**src/rtl/dot_product_axil_bridge.sv**
```systemverilog
// rtl/dot_product_axil_bridge.sv - memory request responder issuing one AXI4-Lite transaction per request
// One transaction outstanding; read beats write on simultaneous requests; error flags are sticky until err_clr.
module dot_product_axil_bridge #(
  parameter int ADDR_W = 32,
  parameter int DATA_W = 32
) (
  input  logic                clk,
  input  logic                resetn,
  input  logic                read_req,
  input  logic [ADDR_W-1:0]   read_addr,
  output logic [DATA_W-1:0]   read_data,
  output logic                read_data_valid,
  input  logic                write_req,
  input  logic [ADDR_W-1:0]   write_addr,
  input  logic [DATA_W-1:0]   write_data,
  output logic                write_done,
  output logic [1:0]          err_status,
  input  logic                err_clr,
  output logic                busy,
  output logic [ADDR_W-1:0]   m_araddr,
  output logic                m_arvalid,
  input  logic                m_arready,
  input  logic [DATA_W-1:0]   m_rdata,
  input  logic [1:0]          m_rresp,
  input  logic                m_rvalid,
  output logic                m_rready,
  output logic [ADDR_W-1:0]   m_awaddr,
  output logic                m_awvalid,
  input  logic                m_awready,
  output logic [DATA_W-1:0]   m_wdata,
  output logic [DATA_W/8-1:0] m_wstrb,
  output logic                m_wvalid,
  input  logic                m_wready,
  input  logic [1:0]          m_bresp,
  input  logic                m_bvalid,
  output logic                m_bready,
  output logic [2:0]          m_arprot,
  output logic [2:0]          m_awprot
);

  localparam int STRB_W = DATA_W / 8;

  typedef enum logic [2:0] {
    IDLE, RD_ADDR, RD_DATA, WR_ADDR_DATA, WR_RESP, RESP
  } state_t;

  state_t              state_q;
  logic [ADDR_W-1:0]   araddr_q, awaddr_q;
  logic [DATA_W-1:0]   wdata_q, read_data_q;
  logic [STRB_W-1:0]   wstrb_q;
  logic                arvalid_q, rready_q, awvalid_q, wvalid_q, bready_q;
  logic                aw_done_q, w_done_q;
  logic                read_data_valid_q, write_done_q;
  logic [1:0]          err_q, err_d;

  logic ar_hs, r_hs, aw_hs, w_hs, b_hs;

  assign ar_hs = arvalid_q && m_arready;
  assign r_hs  = rready_q && m_rvalid;
  assign aw_hs = awvalid_q && m_awready;
  assign w_hs  = wvalid_q && m_wready;
  assign b_hs  = bready_q && m_bvalid;

  // A new error in the same cycle as err_clr must survive the clear.
  always_comb begin
    err_d = err_clr ? 2'b00 : err_q;
    if (state_q == RD_DATA && r_hs && m_rresp != 2'b00) err_d[0] = 1'b1;
    if (state_q == WR_RESP && b_hs && m_bresp != 2'b00) err_d[1] = 1'b1;
  end

  always_ff @(posedge clk) begin
    if (!resetn) begin
      state_q           <= IDLE;
      araddr_q          <= '0;
      awaddr_q          <= '0;
      wdata_q           <= '0;
      wstrb_q           <= '0;
      read_data_q       <= '0;
      arvalid_q         <= 1'b0;
      rready_q          <= 1'b0;
      awvalid_q         <= 1'b0;
      wvalid_q          <= 1'b0;
      bready_q          <= 1'b0;
      aw_done_q         <= 1'b0;
      w_done_q          <= 1'b0;
      read_data_valid_q <= 1'b0;
      write_done_q      <= 1'b0;
      err_q             <= 2'b00;
    end else begin
      err_q             <= err_d;
      read_data_valid_q <= 1'b0;
      write_done_q      <= 1'b0;
      case (state_q)
        IDLE: begin
          if (read_req) begin
            araddr_q  <= read_addr;
            arvalid_q <= 1'b1;
            state_q   <= RD_ADDR;
          end else if (write_req) begin
            awaddr_q  <= write_addr;
            wdata_q   <= write_data;
            wstrb_q   <= {STRB_W{1'b1}};
            awvalid_q <= 1'b1;
            wvalid_q  <= 1'b1;
            state_q   <= WR_ADDR_DATA;
          end
        end
        RD_ADDR: begin
          if (ar_hs) begin
            arvalid_q <= 1'b0;
            rready_q  <= 1'b1;
            state_q   <= RD_DATA;
          end
        end
        RD_DATA: begin
          if (r_hs) begin
            read_data_q       <= m_rdata;
            rready_q          <= 1'b0;
            read_data_valid_q <= 1'b1;
            state_q           <= RESP;
          end
        end
        WR_ADDR_DATA: begin
          // AW and W complete independently, in either order or together.
          if (aw_hs) begin
            awvalid_q <= 1'b0;
            aw_done_q <= 1'b1;
          end
          if (w_hs) begin
            wvalid_q <= 1'b0;
            w_done_q <= 1'b1;
          end
          if ((aw_done_q || aw_hs) && (w_done_q || w_hs)) begin
            aw_done_q <= 1'b0;
            w_done_q  <= 1'b0;
            bready_q  <= 1'b1;
            state_q   <= WR_RESP;
          end
        end
        WR_RESP: begin
          if (b_hs) begin
            bready_q     <= 1'b0;
            write_done_q <= 1'b1;
            state_q      <= RESP;
          end
        end
        RESP:    state_q <= IDLE;
        default: state_q <= IDLE;
      endcase
    end
  end

  assign read_data       = read_data_q;
  assign read_data_valid = read_data_valid_q;
  assign write_done      = write_done_q;
  assign err_status      = err_q;
  assign busy            = (state_q != IDLE);
  assign m_araddr        = araddr_q;
  assign m_arvalid       = arvalid_q;
  assign m_rready        = rready_q;
  assign m_awaddr        = awaddr_q;
  assign m_awvalid       = awvalid_q;
  assign m_wdata         = wdata_q;
  assign m_wstrb         = wstrb_q;
  assign m_wvalid        = wvalid_q;
  assign m_bready        = bready_q;
  assign m_arprot        = 3'b000;
  assign m_awprot        = 3'b000;

endmodule

```
**config.mk**
```make
export PLATFORM = sky130hd
export DESIGN_NAME = dot_product_axil_bridge
export DESIGN_NICKNAME = d
export VERILOG_FILES = /design/src/rtl/dot_product_axil_bridge.sv
export SDC_FILE = /design/constraint.sdc
export NUM_CORES = 1
export LEC_CHECK = 0
export CORE_ASPECT_RATIO = 0.8
export CORE_UTILIZATION = 41
export DETAILED_ROUTE_END_ITERATION = 12
export GPL_TIMING_DRIVEN = 0
export PLACE_DENSITY_LB_ADDON = 0.12
export SLEW_MARGIN = 20
export SYNTH_ARGS = -nofsm -noshare
export SYNTH_HDL_FRONTEND = slang
export SYNTH_SLANG_ARGS = --single-unit
```
**constraint.sdc**
```tcl
create_clock -name clk -period 4.1 [get_ports clk]
set_clock_uncertainty 0.2 [all_clocks]
set_input_delay 0.615 -clock clk [delete_from_list [all_inputs] [get_ports clk]]
set_output_delay 0.615 -clock clk [all_outputs]
set_load 0.05 [all_outputs]
```
==> metrics <==
global-route wire length before repair 24500 um; postcts setup bufs 0; Reg clk slew, reported paths 0.06 ns; CP bufs+invs 3; I/O pin count a little under 300; Async S/R FF share, synth 0%; Period minus WS final 2.72 ns; largest net degree at the start of global routing 17; Pre-Repair DR Iteration Count 6; # nets final 1101; # H-tree levels 4; initial antenna violation count 0; PD cells slightly above 500 mW/mm2; Clk Latency, worst-skew pair 0.41 ns; status completed; Total GRT Usage between 20% and 30%; max cap viols 0; sw power 1.61 mW; dpl ws ~1.3 ns; Clk pwr share between 30% and 40%; Post-DRT Antenna Nets 0; post-synthesis cell count 652; Bufs on Longest Clock Path 2; CP Class flip-flop to output pin; Core Box Area 0.0123 mm2; Die Area 0.0131 mm2; fin cells roughly 1.1k; Area Growth Syn to Fin 70.5%; internal power 2.98 mW; switching share of total power 35.1%; ranking of synthesized cells by area dfxtp_1, nand2_1, a21oi_1, clkbuf_1, buf_6; Synth top area share between 50% and 60%; DR vias 5386; placed cell count around 1.1k; static leakage 3.17 nW; Hold Buf Count CTS 0; crit-path leading delay family buffers and inverters; unrepaired setup endpoints after global routing false; hold slack final 0.252 ns; design area 0.00882 mm2; post-CTS sizing 0; Setup crit start kind flip-flop; ys flop type dfxtp_1; Worst-Margin Slew between 0.6 and 0.7 ns; Congestion Overflow GR 0; Die X approximately 130 um; post-layout util 72.0%; CP Max Fanout 9; final hold vios 0; clock net sink count 143; Slew Viols, Final 0; Yosys Warn Count 0; Power Total roughly 4.6 mW; Crit. End Element output pin; # port buffers 283; WP data arrival 1.90 ns; slowest CP cell clkdlybuf4s50_1; CTS tree yes; final WL 16300 um; register area share after synthesis between 50% and 60%; Final Worst Setup Slack 1.38 ns; routed len/inst 14.3 um; max incr delay on CP 0.73 ns; Relative slew margins 55.9%; worst vdd ir between 400 and 500 uV; # DRC 0; final worst-path cycle share approximately two thirds; Synth cell types 34; Fmax between 300 and 400 MHz; fillcell total between 900 and 1k; Via density 4.72; starting density of the core 42.2%; FP Rows 36; diode count 0; share of total power in sequential cells between 30% and 40%; Synth area leader dfxtp_1; Final Setup Violations 0; TritonCTS Buffers 17; number of global-route vias before repair 5092; Worst EP required 3.28 ns; Synth Register Bits between 100 and 150; layout cells sized above 1 6.18%; Comb power frac 32.1%; die height 102 um; Mean Syn Cell Area 7.93 um2; CP Cell Sequence buf_6, nor3_4, inv_1, clkdlybuf4s50_1; Post-synth EDFFs 0; clk root buf clkbuf_16; synthesized area 0.00517 mm2; post-route setup TNS 0 ns; Post-DP Area 0.00824 mm2; initial DRC count 183; Post-DP HPWL 12500 um; Worst Hold Class flip-flop to flip-flop; GPL Wtd Cong 0.768
## placed cells by master (no fill, tap or decap), types with 4 or more instances in the layout
cell / Yosys / final
a21oi_1: 137 / 137
buf_2: 9 / 9
buf_4: 11 / 11
buf_6: 8 / 8
clkbuf_1: 27 / 28
clkbuf_16: 0 / 17
clkdlybuf4s50_1: 0 / 283
clkinvlp_4: 0 / 5
conb_1: 1 / 6
dfxtp_1: 143 / 143
nand2_1: 264 / 264
nor2_1: 13 / 13
o21ai_0: 4 / 4
## tightest hold or removal path: stages, from the launching register on
cell and delay, ns:
dfxtp_1 0.30, nand2_1 0.05, a21oi_1 0.05
## per-layer routing
layer | vias to the layer above | global-route usage (%) | wire, um
met5 | - | 0 | 0
met4 | 0 | 10.5 | 315
met3 | 24 | 7.23 | 1200
met2 | 185 | 43.6 | 8240
met1 | 2472 | 26.9 | 6570
li1 | 2705 | - | -
## synth_stat cells, types with 2 or more instances
master / n
a31oi_1: 3
a21oi_1: 137
clkbuf_1: 27
nand2_1: 264
o21ai_0: 4
dfxtp_1: 143
buf_2: 9
nor3_1: 3
buf_4: 11
nor3b_1: 2
buf_6: 8
inv_1: 3
nor2_1: 13
nand2b_1: 3
nand3_1: 3
## area by class of cell
| type | instances | area [um2] | share of cell area (%) |
|---|---|---|---|
| Sequential cell | 143 | 2860 | 32.5 |
| Timing Repair Buffer | 283 | 2830 | 32.1 |
| Multi-Input combinational cell | 455 | 1990 | 22.6 |
| Clock buffer | 19 | 443 | 5.02 |
| Buffer | 55 | 319 | 3.62 |
| Tap cell | 171 | 214 | 2.43 |
| Clock inverter | 12 | 138 | 1.56 |
| Inverter | 4 | 15.0 | 0.170 |
## kinds of logic (layout without fill, tap and decap cells)
kind of cell / Yosys count / count (layout) / synth area share (%)
buffers and inverters: 59 / 373 / 6.46
AND/OR/NAND/NOR: 296 / 296 / 22.7
other: 1 / 6 / 0.0725
flip-flops: 143 / 143 / 55.3
AO/OA/AOI/OAI: 153 / 153 / 15.4
## power groups by stage
stage / logic, mW / clock network, mW / registers, mW
after detailed placement: 1.47 / 0 / 1.64
after CTS: 1.48 / 1.53 / 1.61
after global placement: 1.45 / 0 / 1.63
final: 1.47 / 1.50 / 1.61
after floorplan: 0.491 / 0 / 2.07
after global routing: 1.57 / 1.59 / 1.62
## state kept, by name, summed over array words and instances, names as in the netlist, 2 cells and up
name,flops
state_q,3
m_awaddr,32
m_wdata,32
err_status,2
m_araddr,32
read_data,32
## final timing paths
path	start	slack (ns)	cells after the start	to
worst min-delay path	m_araddr[22]	0.25	2	m_araddr[22]
worst max register to register	state_q[1]	2.12	6	read_data[10]
worst max-delay path	state_q[2]	1.38	4	busy
worst min register to register	m_araddr[22]	0.25	2	m_araddr[22]
(Power assumes the default switching activity.)
